$ cat src/rtl/key_debounce.sv
// Multi-channel active-low push-button debouncer: 2-flop synchroniser, per-key
// confirm FSM, registered press/release strobes. Optional long-press detection via KEY_DEBOUNCE_LONG_EN.
module key_debounce #(
  parameter int unsigned NKEYS       = 2,
  parameter int unsigned CLK_HZ      = 50000000,
  parameter int unsigned DEBOUNCE_MS = 20,
  parameter int unsigned LONG_MS     = 1000
) (
  input  logic             clk,
  input  logic             rst,
  input  logic [NKEYS-1:0] key_raw,
  output logic [NKEYS-1:0] key_level,
  output logic [NKEYS-1:0] key_press,
  output logic [NKEYS-1:0] key_release,
  output logic [NKEYS-1:0] key_long
);

  localparam int unsigned DB_CYCLES   = (CLK_HZ / 1000) * DEBOUNCE_MS;
  localparam int unsigned LONG_CYCLES = (CLK_HZ / 1000) * LONG_MS;
  localparam int unsigned MAX_CYCLES  = (DB_CYCLES > LONG_CYCLES) ? DB_CYCLES : LONG_CYCLES;
  localparam int unsigned CW          = $clog2(MAX_CYCLES + 1);
  localparam logic [CW-1:0] DB_LAST   = CW'(DB_CYCLES - 1);
`ifdef KEY_DEBOUNCE_LONG_EN
  localparam logic [CW-1:0] LONG_MAX  = CW'(LONG_CYCLES);
  localparam logic [CW-1:0] LONG_LAST = CW'(LONG_CYCLES - 1);
`endif

  typedef enum logic [1:0] {
    S_IDLE,
    S_CONFIRM_PRESS,
    S_PRESSED,
    S_CONFIRM_RELEASE
  } state_t;

  logic [NKEYS-1:0] sync_q1;
  logic [NKEYS-1:0] sync_q2;

  always_ff @(posedge clk or posedge rst) begin
    if (rst) begin
      sync_q1 <= '1;
      sync_q2 <= '1;
    end else begin
      sync_q1 <= key_raw;
      sync_q2 <= sync_q1;
    end
  end

  for (genvar i = 0; i < NKEYS; i++) begin : g_key
    state_t        state, state_nx;
    logic [CW-1:0] cnt, cnt_nx;
    logic [CW-1:0] rcnt, rcnt_nx;
    logic          level_q, level_nx;
    logic          press_q, press_nx;
    logic          release_q, release_nx;
    logic          s;
`ifdef KEY_DEBOUNCE_LONG_EN
    logic          long_q, long_nx;
`endif

    assign s = sync_q2[i];

    always_ff @(posedge clk or posedge rst) begin
      if (rst) begin
        state     <= S_IDLE;
        cnt       <= '0;
        rcnt      <= '0;
        level_q   <= 1'b1;
        press_q   <= 1'b0;
        release_q <= 1'b0;
`ifdef KEY_DEBOUNCE_LONG_EN
        long_q    <= 1'b0;
`endif
      end else begin
        state     <= state_nx;
        cnt       <= cnt_nx;
        rcnt      <= rcnt_nx;
        level_q   <= level_nx;
        press_q   <= press_nx;
        release_q <= release_nx;
`ifdef KEY_DEBOUNCE_LONG_EN
        long_q    <= long_nx;
`endif
      end
    end

    always_comb begin
      state_nx   = state;
      cnt_nx     = cnt;
      rcnt_nx    = rcnt;
      level_nx   = level_q;
      press_nx   = 1'b0;
      release_nx = 1'b0;
`ifdef KEY_DEBOUNCE_LONG_EN
      long_nx    = 1'b0;
`endif
      case (state)
        S_IDLE: begin
          if (!s) begin
            state_nx = S_CONFIRM_PRESS;
            cnt_nx   = CW'(1);
          end
        end
        S_CONFIRM_PRESS: begin
          if (s) begin
            state_nx = S_IDLE;
            cnt_nx   = '0;
          end else if (cnt == DB_LAST) begin
            state_nx = S_PRESSED;
            level_nx = 1'b0;
            press_nx = 1'b1;
            cnt_nx   = '0;
          end else begin
            cnt_nx = cnt + 1'b1;
          end
        end
        S_PRESSED: begin
          if (s) begin
            state_nx = S_CONFIRM_RELEASE;
            rcnt_nx  = CW'(1);
          end
`ifdef KEY_DEBOUNCE_LONG_EN
          // Saturating hold counter; the strobe fires only on the edge it reaches the limit.
          else if (cnt != LONG_MAX) begin
            cnt_nx  = cnt + 1'b1;
            long_nx = (cnt == LONG_LAST);
          end
`endif
        end
        S_CONFIRM_RELEASE: begin
          // Bounce back to PRESSED keeps cnt so the hold time is not restarted.
          if (!s) begin
            state_nx = S_PRESSED;
            rcnt_nx  = '0;
          end else if (rcnt == DB_LAST) begin
            state_nx   = S_IDLE;
            level_nx   = 1'b1;
            release_nx = 1'b1;
            cnt_nx     = '0;
            rcnt_nx    = '0;
          end else begin
            rcnt_nx = rcnt + 1'b1;
          end
        end
        default: state_nx = S_IDLE;
      endcase
    end

    assign key_level[i]   = level_q;
    assign key_press[i]   = press_q;
    assign key_release[i] = release_q;
`ifdef KEY_DEBOUNCE_LONG_EN
    assign key_long[i]    = long_q;
`endif
  end

`ifndef KEY_DEBOUNCE_LONG_EN
  assign key_long = '0;
`endif

endmodule
$ cat config.mk
export PLATFORM = sky130hd
export DESIGN_NAME = key_debounce
export DESIGN_NICKNAME = d
export VERILOG_FILES = /design/src/rtl/key_debounce.sv
export SDC_FILE = /design/constraint.sdc
export NUM_CORES = 1
export LEC_CHECK = 0
export ABC_AREA = 1
export CORE_MARGIN = 8
export CORE_UTILIZATION = 60
export DETAILED_ROUTE_END_ITERATION = 16
export DONT_BUFFER_PORTS = 1
export PLACE_DENSITY = 0.77
export SKIP_LAST_GASP = 1
export SYNTH_ARGS = -nofsm -noshare
export SYNTH_HDL_FRONTEND = slang
export SYNTH_SLANG_ARGS = --single-unit
export TNS_END_PERCENT = 20
$ cat constraint.sdc
create_clock -name clk -period 4.8 [get_ports clk]
set_input_delay 1.2 -clock clk [delete_from_list [all_inputs] [get_ports clk]]
set_output_delay 1.2 -clock clk [all_outputs]
set_load 0.03 [all_outputs]
# --- Word level (Yosys, flattened, before mapping) ---
# Index checks and enable logic that the tools add are counted.
totals:
  register_bits: 118
  output_inout_bits: 8
  wordCells: 116
op_classes:
  add_sub_neg: 4
  eq_ne: 26
  muxes: 56
  n_reduce_logical: 16
ops:
  columns: ["operator", "n"]
  rows:
  - ["26-bit 2-to-1 mux", 16]
  - ["26-bit one-hot mux with 3 select lines", 2]
  - ["26-bit by 1-bit adder with 26-bit output (second input constant)", 4]
  - ["26-bit by 20-bit equality test with 1-bit output (second input constant)", 4]
  - ["26-bit one-hot mux with 2 select lines", 2]
  - ["2-bit 2-to-1 mux", 12]
  - ["2-bit inequality test (second input constant)", 12]
  - ["1-bit 2-to-1 mux", 20]
  - ["2-bit one-hot mux with 4 select lines", 2]
  - ["4-bit AND reduction", 4]
  - ["3-bit inequality test (second input constant)", 4]
  - ["5-bit AND reduction", 2]
  - ["2-bit equality test (second input constant)", 4]
  - ["2-bit nonzero test", 4]
  - ["3-bit nonzero test", 2]
  - ["2-bit by 1-bit equality test with 1-bit output (second input constant)", 2]
  - ["2-bit logical NOT", 2]
  - ["1-bit one-hot mux with 2 select lines", 2]
  - ["2-bit AND reduction", 2]

# --- Logic depth before layout (Yosys ltp) ---
# Gate-level depths: netlist of the first run.
depth:
  word_depth: 4
  depth_mapped: 11
  ltp_nobuf: 11

# --- Least setup slack after synthesis of the first run ---
# Ideal clock, no wire load.
synth_timing:
  path_type: "reg2out"
  from: "register g_key[0].level_q"
  to: "output port key_level[0]"
  t_arrival_ns: 0.649
  required_time_ns: 3.600
  path_slack_ns: 2.951
  stages_incl_launch_ff: 2
  n_path_buf: 1
  path_cell_list: "dfstp_2 buf_4"
synth_lines:
  columns: ["element", "line", "rtl"]
  rows:
  - ["start, declared", "52", "logic level_q, level_nx;"]
  - ["start signal, assigned", "77", "level_q <= level_nx;"]
  - ["end, declared", "12", "output logic [NKEYS-1:0] key_level,"]
# No word-level cell between the ends.

# --- Final worst setup path of the first run ---
layout_timing:
  from: "register sync_q2[0]"
  to: "register g_key[0].cnt[0]"
layout_via:
  elab_chain_len: 2
layout_rtl:
  columns: ["element", "line", "rtl"]
  rows:
  - ["start, declared", "36", "logic [NKEYS-1:0] sync_q2;"]
  - ["start signal, assigned", "44", "sync_q2 <= sync_q1;"]
  - ["26-bit 2-to-1 mux / 2-bit inequality test (equally long branches)", null, null]
  - ["26-bit one-hot mux with 3 select lines / 4-bit AND reduction (equally long branches)", null, null]
  - ["end signal, assigned", "75", "cnt <= cnt_nx;"]
  - ["end, declared", "50", "logic [CW-1:0] cnt, cnt_nx;"]
# Parallel ways exist; a longest one is shown, timed or not.
# A chain may end at the register's enable or synchronous reset.

==> results of run 1 <==
-- layer usage --
metal	GRT usage, %	vias up
met5	0	-
met4	7.98	0
met3	4.83	26
met2	36.3	233
met1	28.6	3154
li1	-	3421
-- worst reg2reg max path: cells and delay by family, from the launching register on --
kind | cells | cell delay, ns
flip-flops | 1 | 0.61
buffers and inverters | 2 | 0.70
AND/OR/NAND/NOR | 2 | 0.40
AO/OA/AOI/OAI | 2 | 0.55
-- state kept, by name, indices dropped and copies added, names as in the netlist, named ones only --
register         flops
g_key.cnt           52
g_key.press_q        2
g_key.state          2
sync_q2              2
g_key.rcnt          52
g_key.release_q      2
g_key.level_q        2
sync_q1              2
-- per-stage QoR --
stage                     power [mW]  area [µm²]  instances  hold WS, ns  worst slack [ns]
after global routing            3.33        8120       1250        0.361              2.23
after CTS                       3.17        8120       1250        0.356              2.50
after floorplan                 1.74        7460       1077        0.345             0.481
final                           3.17        8120       1250        0.354              2.47
after detailed placement        1.83        7500       1219        0.348              2.52
after global placement          1.82        7500       1219        0.347              2.53
-- cells by family (layout without fill, tap and decap cells) --
group / Yosys count / count (layout) / synth area share, %
xor gates and xnor gates: 38 / 38 / 4.47
DFF: 118 / 118 / 39.7
and+or+nand+nor: 683 / 683 / 40.3
buffers and inverters: 158 / 163 / 9.18
adders and majority gates: 4 / 4 / 0.672
AOI/OAI and AO/OA: 74 / 74 / 5.66
other: 1 / 2 / 0.0503
-- cells in the mapped netlist, types with 2 or more instances --
cell type | count | share of area, %
a21oi_1 | 16 | 1.1
a31oi_1 | 3 | 0.25
buf_2 | 6 | 0.40
buf_4 | 9 | 0.91
buf_6 | 6 | 0.91
clkbuf_1 | 7 | 0.35
dfrtp_1 | 112 | 38
dfstp_2 | 6 | 2.1
ha_1 | 4 | 0.67
inv_1 | 122 | 6.1
inv_2 | 5 | 0.25
nand2_1 | 280 | 14
nand2_2 | 8 | 0.67
nand2_4 | 4 | 0.60
nand3_1 | 94 | 6.3
nand3_2 | 3 | 0.40
nand4_1 | 48 | 4.0
nor2_1 | 197 | 9.9
nor2_2 | 8 | 0.67
nor2_4 | 4 | 0.60
nor3_1 | 26 | 1.7
nor3b_1 | 4 | 0.40
nor4_1 | 2 | 0.17
o21ai_0 | 40 | 2.7
o21ai_2 | 10 | 1.2
or2_2 | 2 | 0.17
xnor2_1 | 6 | 0.71
xor2_1 | 32 | 3.8
-- worst max path at each step --
stage,endpoint,depth (start not counted)
detailed placement,g_key[1].level_q$_DFFE_PP1P_,2
floorplan,async pin,1
global placement,g_key[1].level_q$_DFFE_PP1P_,2
finish,g_key[0].cnt[0]$_DFFE_PP0P_,6
CTS,g_key[0].cnt[0]$_DFFE_PP0P_,6
global route,g_key[0].cnt[21]$_DFFE_PP0P_,5
-- layout make-up --
cell class                      instances  area, µm²
Fill cell                            1029       3940
Multi-Input combinational cell        801       3810
Sequential cell                       118       2960
Inverter                              129        490
Clock buffer                           22        474
Tap cell                              168        210
Clock inverter                          9        149
Timing Repair Buffer                    3       22.5
-- power by group --
part | switching, mW | leakage [nW] | internal (mW)
Sequential | 0.0716 | 1.61 | 1.06
Combinational | 0.533 | 1.79 | 0.158
Clock | 0.442 | 0.310 | 0.903
-- cell usage in the layout, fill, tap and decap left out, types with 2 or more instances in the layout --
| master | Yosys | final |
|---|---|---|
| nand2_4 | 4 | 4 |
| o21ai_0 | 40 | 40 |
| inv_4 | 1 | 2 |
| xnor2_1 | 6 | 6 |
| clkbuf_8 | 0 | 3 |
| clkinv_2 | 1 | 5 |
| nor3_1 | 26 | 26 |
| dfstp_2 | 6 | 6 |
| bufinv_16 | 0 | 4 |
| buf_4 | 9 | 3 |
| nor2_2 | 8 | 8 |
| inv_2 | 5 | 5 |
| or2_2 | 2 | 2 |
| nand2_2 | 8 | 8 |
| a31oi_1 | 3 | 3 |
| nor4_1 | 2 | 2 |
| dfrtp_1 | 112 | 112 |
| o21ai_2 | 10 | 10 |
| ha_1 | 4 | 4 |
| nor2_1 | 197 | 197 |
| nand2_1 | 280 | 280 |
| clkbuf_16 | 0 | 17 |
| a21oi_1 | 16 | 16 |
| conb_1 | 1 | 2 |
| nor3b_1 | 4 | 4 |
| nand4_1 | 48 | 48 |
| nand3_1 | 94 | 94 |
| nand3_2 | 3 | 3 |
| xor2_1 | 32 | 32 |
| nor2_4 | 4 | 4 |
| inv_1 | 122 | 121 |
| clkbuf_1 | 7 | 2 |
==> flow_summary_export.csv, run 1 <==
group,metric,value,unit
hold_path,hold_start,"sync_q1[1]$_DFF_PP1_",
setup_path,cp.required,5.14,ns
floorplan,die_height,127,µm
sta,skew,0.00983,ns
routing,dr.pass1.iters,6,
hold_path,hp-class,"reg -> reg",
layout,layout-drive-gt1-share,8.04,%
clocking,root_buffer,"clkbuf_16",
setup_path,path_delay_family,"buffers and inverters",
routing,wl_met1,7780,µm
global_route,overflow,0,
clocking,cts_tree,"done",
routing,wirelength,17200,µm
setup_path,r2r_setup_slack,2.47,ns
layout,area_growth,8.93,%
synth,async_flop_share,100,%
routing,top_layer_used,"met4",
setup_path,crit_type,"reg -> reg",
setup_path,crit_slowest_cell,"dfstp_2",
clocking,clock_latency,0.42,ns
placement,dpl.hpwl,12200,µm
routing,met2_length,8120,µm
setup_path,path_cells,"inv_1 -> a21oi_1 -> nand2_2 -> inv_2 -> nand2_1 -> o21ai_2",
sta,fin_crit_sh,48.5,%
clocking,numClockSinks,118,
sta,min_period,2.33,ns
routing,drtIter0Drc,597,
floorplan,core,0.0121,mm²
synth,syn_area,0.00745,mm²
routing,routed-via-count,6834,
clocking,ctsHoldBuffers,0,
setup_path,worstReg2RegEnd,"g_key[0].cnt[0]$_DFFE_PP0P_",
global_route,grt_usage,22.3,%
setup_path,crit_buf_inv,2,
synth,ys_types,40,
layout,antenna_cells,0,
power,pwr_density_cell,390,mW/mm²
sta,drv_slew,0,
clocking,cts_resized,0,
floorplan,die_w,127,µm
sta,max_slew_margin,39.8,%
clocking,cts_buffers,17,
setup_path,start_kind,"flop",
floorplan,rows,40,
clocking,cts_setup_buffers,0,
floorplan,start_util,61.8,%
global_route,grt_pass1_vias,6393,
setup_path,r2r_start,"sync_q2[0]$_DFF_PP1_",
job,cap_violations,0,
sta,finalSetupTns,0,ns
sta,rsz0062_at_grt,"no",
sta,fmaxAchievable,430,MHz
routing,postRouteAntennaNets,0,
setup_path,endpoint_kind,"flop",
setup_path,critPathLaunch,"sync_q2[0]$_DFF_PP1_",
hold_path,min_to,"sync_q2[1]$_DFF_PP1_",
synth,yosysWarnings,0,
clocking,clockBufferDepth,2,
sta,setup_viol,0,
sta,hold_viol,0,
setup_path,crit_arrival,2.67,ns
clocking,clkTransAtPathRegs,0.05,ns
setup_path,cpPeakStageDelay,0.61,ns
synth,synth.avg_cell_area,6.93,µm²
power,vdd_drop_max,0.383,mV
synth,ys_seq_area_share,39.7,%
floorplan,top_level_ports,12,
routing,vias_per_cell,5.47,
synth,synthCells,1076,
routing,wl_per_cell,13.7,µm
placement,place_congestion,0.931,
routing,drc,0,
power,leakagePower,3.71,nW
global_route,grt_antenna_before_repair,0,
routing,route.met3.wl,1030,µm
synth,ys_seq_elements,118,
synth,synth-edff-count,0,
global_route,grt_pass1_wl,29500,µm
setup_path,rr_worst_depth,6,
sta,worst_pin_slew,0.903,ns
layout,num-nets-final,1078,
setup_path,cp_max_fo,23,
global_route,grt_max_degree,75,
clocking,htreeDepth,4,
outcome,outcome,"complete, no violations",
synth,synthFlopType,"dfrtp_1",
placement,portBuffers,0,
hold_path,whs_path_depth,0,
layout,final_util,67.3,%
floorplan,die_area,0.0162,mm²
Power figures use the tool's default switching activity.
==> inputs of run 2 (changes only) <==
--- a/config.mk
+++ b/config.mk
@@ -7,7 +7,7 @@
 export LEC_CHECK = 0
 export ABC_AREA = 1
 export CORE_MARGIN = 8
-export CORE_UTILIZATION = 60
+export CORE_UTILIZATION = 58
 export DETAILED_ROUTE_END_ITERATION = 16
 export DONT_BUFFER_PORTS = 1
 export PLACE_DENSITY = 0.77
==> constraint.sdc (replaced) <==
create_clock -name clk -period 1.9 [get_ports clk]
set_input_delay 0.475 -clock clk [delete_from_list [all_inputs] [get_ports clk]]
set_output_delay 0.475 -clock clk [all_outputs]
set_load 0.03 [all_outputs]
==> flow_summary_export.csv, run 2 (synthesis results as in run 1) <==
group,metric,value,unit
sta,fin_crit_sh,93.4,%
placement,dpl.hpwl,12200,µm
setup_path,path_cells,"ha_1 -> nand2_1 -> nor2_4 -> nand2_1 -> nor2_1 -> nand2_1 -> nand2_1 -> nand2_1 -> nor2_1 -> nand3_1 -> o21ai_2",
global_route,grt_usage,22.3,%
floorplan,core,0.0126,mm²
layout,register_area,0.00296,mm²
layout,final_util,65.8,%
power,vdd_drop_max,1.06,mV
sta,max_slew_margin,59.2,%
sta,skew,0.0120,ns
job,cap_violations,0,
setup_path,start_kind,"flop",
sta,holdWs,0.0446,ns
floorplan,top_level_ports,12,
clocking,cts_buffers,17,
floorplan,start_util,59.3,%
floorplan,rows,41,
setup_path,crit_buf_inv,0,
floorplan,die_height,129,µm
placement,portBuffers,0,
power,leakagePower,3.77,nW
sta,worst_pin_slew,0.611,ns
layout,layout_common_cells,"nand2_1 (278), nor2_1 (195), inv_1 (121)",
clocking,numClockSinks,118,
setup_path,cpPeakStageDelay,0.37,ns
global_route,grt_max_degree,119,
setup_path,endpoint_kind,"flop",
outcome,outcome,"complete, no violations",
clocking,clock_latency,0.43,ns
layout,reg_top3,"g_key.cnt x52, g_key.rcnt x52",
sta,min_period,1.77,ns
clocking,cts_tree,"done",
routing,drc,0,
clocking,ctsHoldBuffers,0,
layout,num-nets-final,1099,
clocking,clkTransAtPathRegs,0.06,ns
global_route,grt_pass1_wl,30000,µm
routing,drtIter0Drc,620,
sta,setup_viol,0,
setup_path,cp_max_fo,5,
sta,hold_viol,0,
routing,postRouteAntennaNets,0,
floorplan,die_area,0.0167,mm²
setup_path,crit_slowest_cell,"dfrtp_1",
layout,fin_cells,1276,
clocking,root_buffer,"clkbuf_16",
global_route,grt_antenna_before_repair,0,
power,pwr_density_cell,946,mW/mm²
power,fin_total_pwr,7.82,mW
layout,antenna_cells,0,
routing,dr.pass1.iters,6,
placement,place_congestion,0.962,
sta,rsz0062_at_grt,"yes",
setup_path,crit_top_cell,"nand2_1",
layout,layout_commonest_cell,"nand2_1",
layout,fillCellCount,1109,
routing,routed-via-count,6856,
floorplan,die_w,129,µm
sta,drv_slew,0,
clocking,clockBufferDepth,2,
routing,vias_per_cell,5.37,
global_route,grt_pass1_vias,6467,
setup_path,cp.required,2.25,ns
layout,final_area,0.00827,mm²
routing,wl_per_cell,13.7,µm
layout,layout-drive-gt1-share,10.5,%
placement,place_area,0.00768,mm²
setup_path,crit_arrival,2.13,ns
hold_path,hp-class,"in -> reg",
layout,area_growth,11.0,%
sta,fmaxAchievable,564,MHz
layout,multi_input_area,0.00383,mm²
clocking,htreeDepth,4,
setup_path,path_delay_family,"simple AND/OR/NAND/NOR gates",
global_route,overflow,0,
setup_path,crit_type,"reg -> reg",
routing,wirelength,17400,µm
placement,dp_cells,1244,
run 2: cell types whose count changed in the layout (fill, tap and decap cells not counted), moves of 2 or more:
| cell | delta |
|---|---|
| nand2_1 | -2 |
| bufinv_16 | -3 |
| nor2_2 | +2 |
| clkinvlp_4 | +6 |
| buf_4 | +19 |
| nand2_2 | +2 |
| buf_12 | +2 |
| nor2_1 | -2 |
| nand3_2 | +2 |
| nand3_1 | -2 |
run 2: what timing repair did:
action | 4_1_cts | 5_1_grt
resized for setup | 1 | 8
endpoints found under the setup margin | 2 | 32
hold endpoints to repair | 0 | 0
buffers inserted | 0 | 0
run 2: final timing paths:
path	startpoint	end	slack (ns)	cells past startpoint
min	key_raw[1]	sync_q1[1]$_DFF_PP1_	0.04	0
min reg2reg	sync_q1[1]$_DFF_PP1_	sync_q2[1]$_DFF_PP1_	0.36	0
max in group asynchronous	rst	g_key[1].rcnt[18]$_DFFE_PP0P_	1.34	2
max	g_key[0].cnt[1]$_DFFE_PP0P_	g_key[0].cnt[16]$_DFFE_PP0P_	0.13	11
min in group asynchronous	rst	g_key[1].cnt[21]$_DFFE_PP0P_	0.10	2
max reg2reg	g_key[0].cnt[1]$_DFFE_PP0P_	g_key[0].cnt[16]$_DFFE_PP0P_	0.13	11
run 2: worst register-to-register path: cells and delay by family (launching register included):
family | cells | cell delay [ns]
and+or+nand+nor | 9 | 1.06
DFF | 1 | 0.37
adders and majority gates | 1 | 0.22
AOI/OAI and AO/OA | 1 | 0.06
run 2: layer usage:
metal  vias up  wire length [µm]  global-route usage (%)
li1       3466                 -                       -
met3        38               871                    4.64
met4         0               341                    9.54
met5         -                 0                       0
met1      3122              7990                    28.6
met2       230              8220                    36.0
run 2: metrics by stage:
| step | setup TNS (ns) | setup slack [ns] |
|---|---|---|
| after floorplan | -1.29 | -0.0115 |
| after global placement | 0 | 0.0855 |
| after detailed placement | -0.0336 | -0.0233 |
| after CTS | 0 | 0.0543 |
| after global routing | -0.165 | -0.0453 |
| final | 0 | 0.125 |
run 2: cell type report:
type / instances / area share, %
clock buffers: 20 / 5.52
clock inverters: 12 / 1.27
inverters: 129 / 5.99
multi-input cells: 801 / 46.3
flip-flops and latches: 118 / 35.8
well taps: 172 / 2.60
repair buffers: 24 / 2.48
run 2: power breakdown:
part | internal [mW] | switching (mW)
Clock | 1.85 | 1.18
Sequential | 2.67 | 0.178
Combinational | 0.537 | 1.40
==> inputs of run 3 (changes only) <==
--- a/config.mk
+++ b/config.mk
@@ -8,6 +8,7 @@
 export ABC_AREA = 1
 export CORE_MARGIN = 8
 export CORE_UTILIZATION = 58
+export CTS_CLUSTER_SIZE = 14
 export DETAILED_ROUTE_END_ITERATION = 16
 export DONT_BUFFER_PORTS = 1
 export PLACE_DENSITY = 0.77
==> results of run 3 <==
Same layout as run 2: the final DEF is identical, and so are final timing and power.
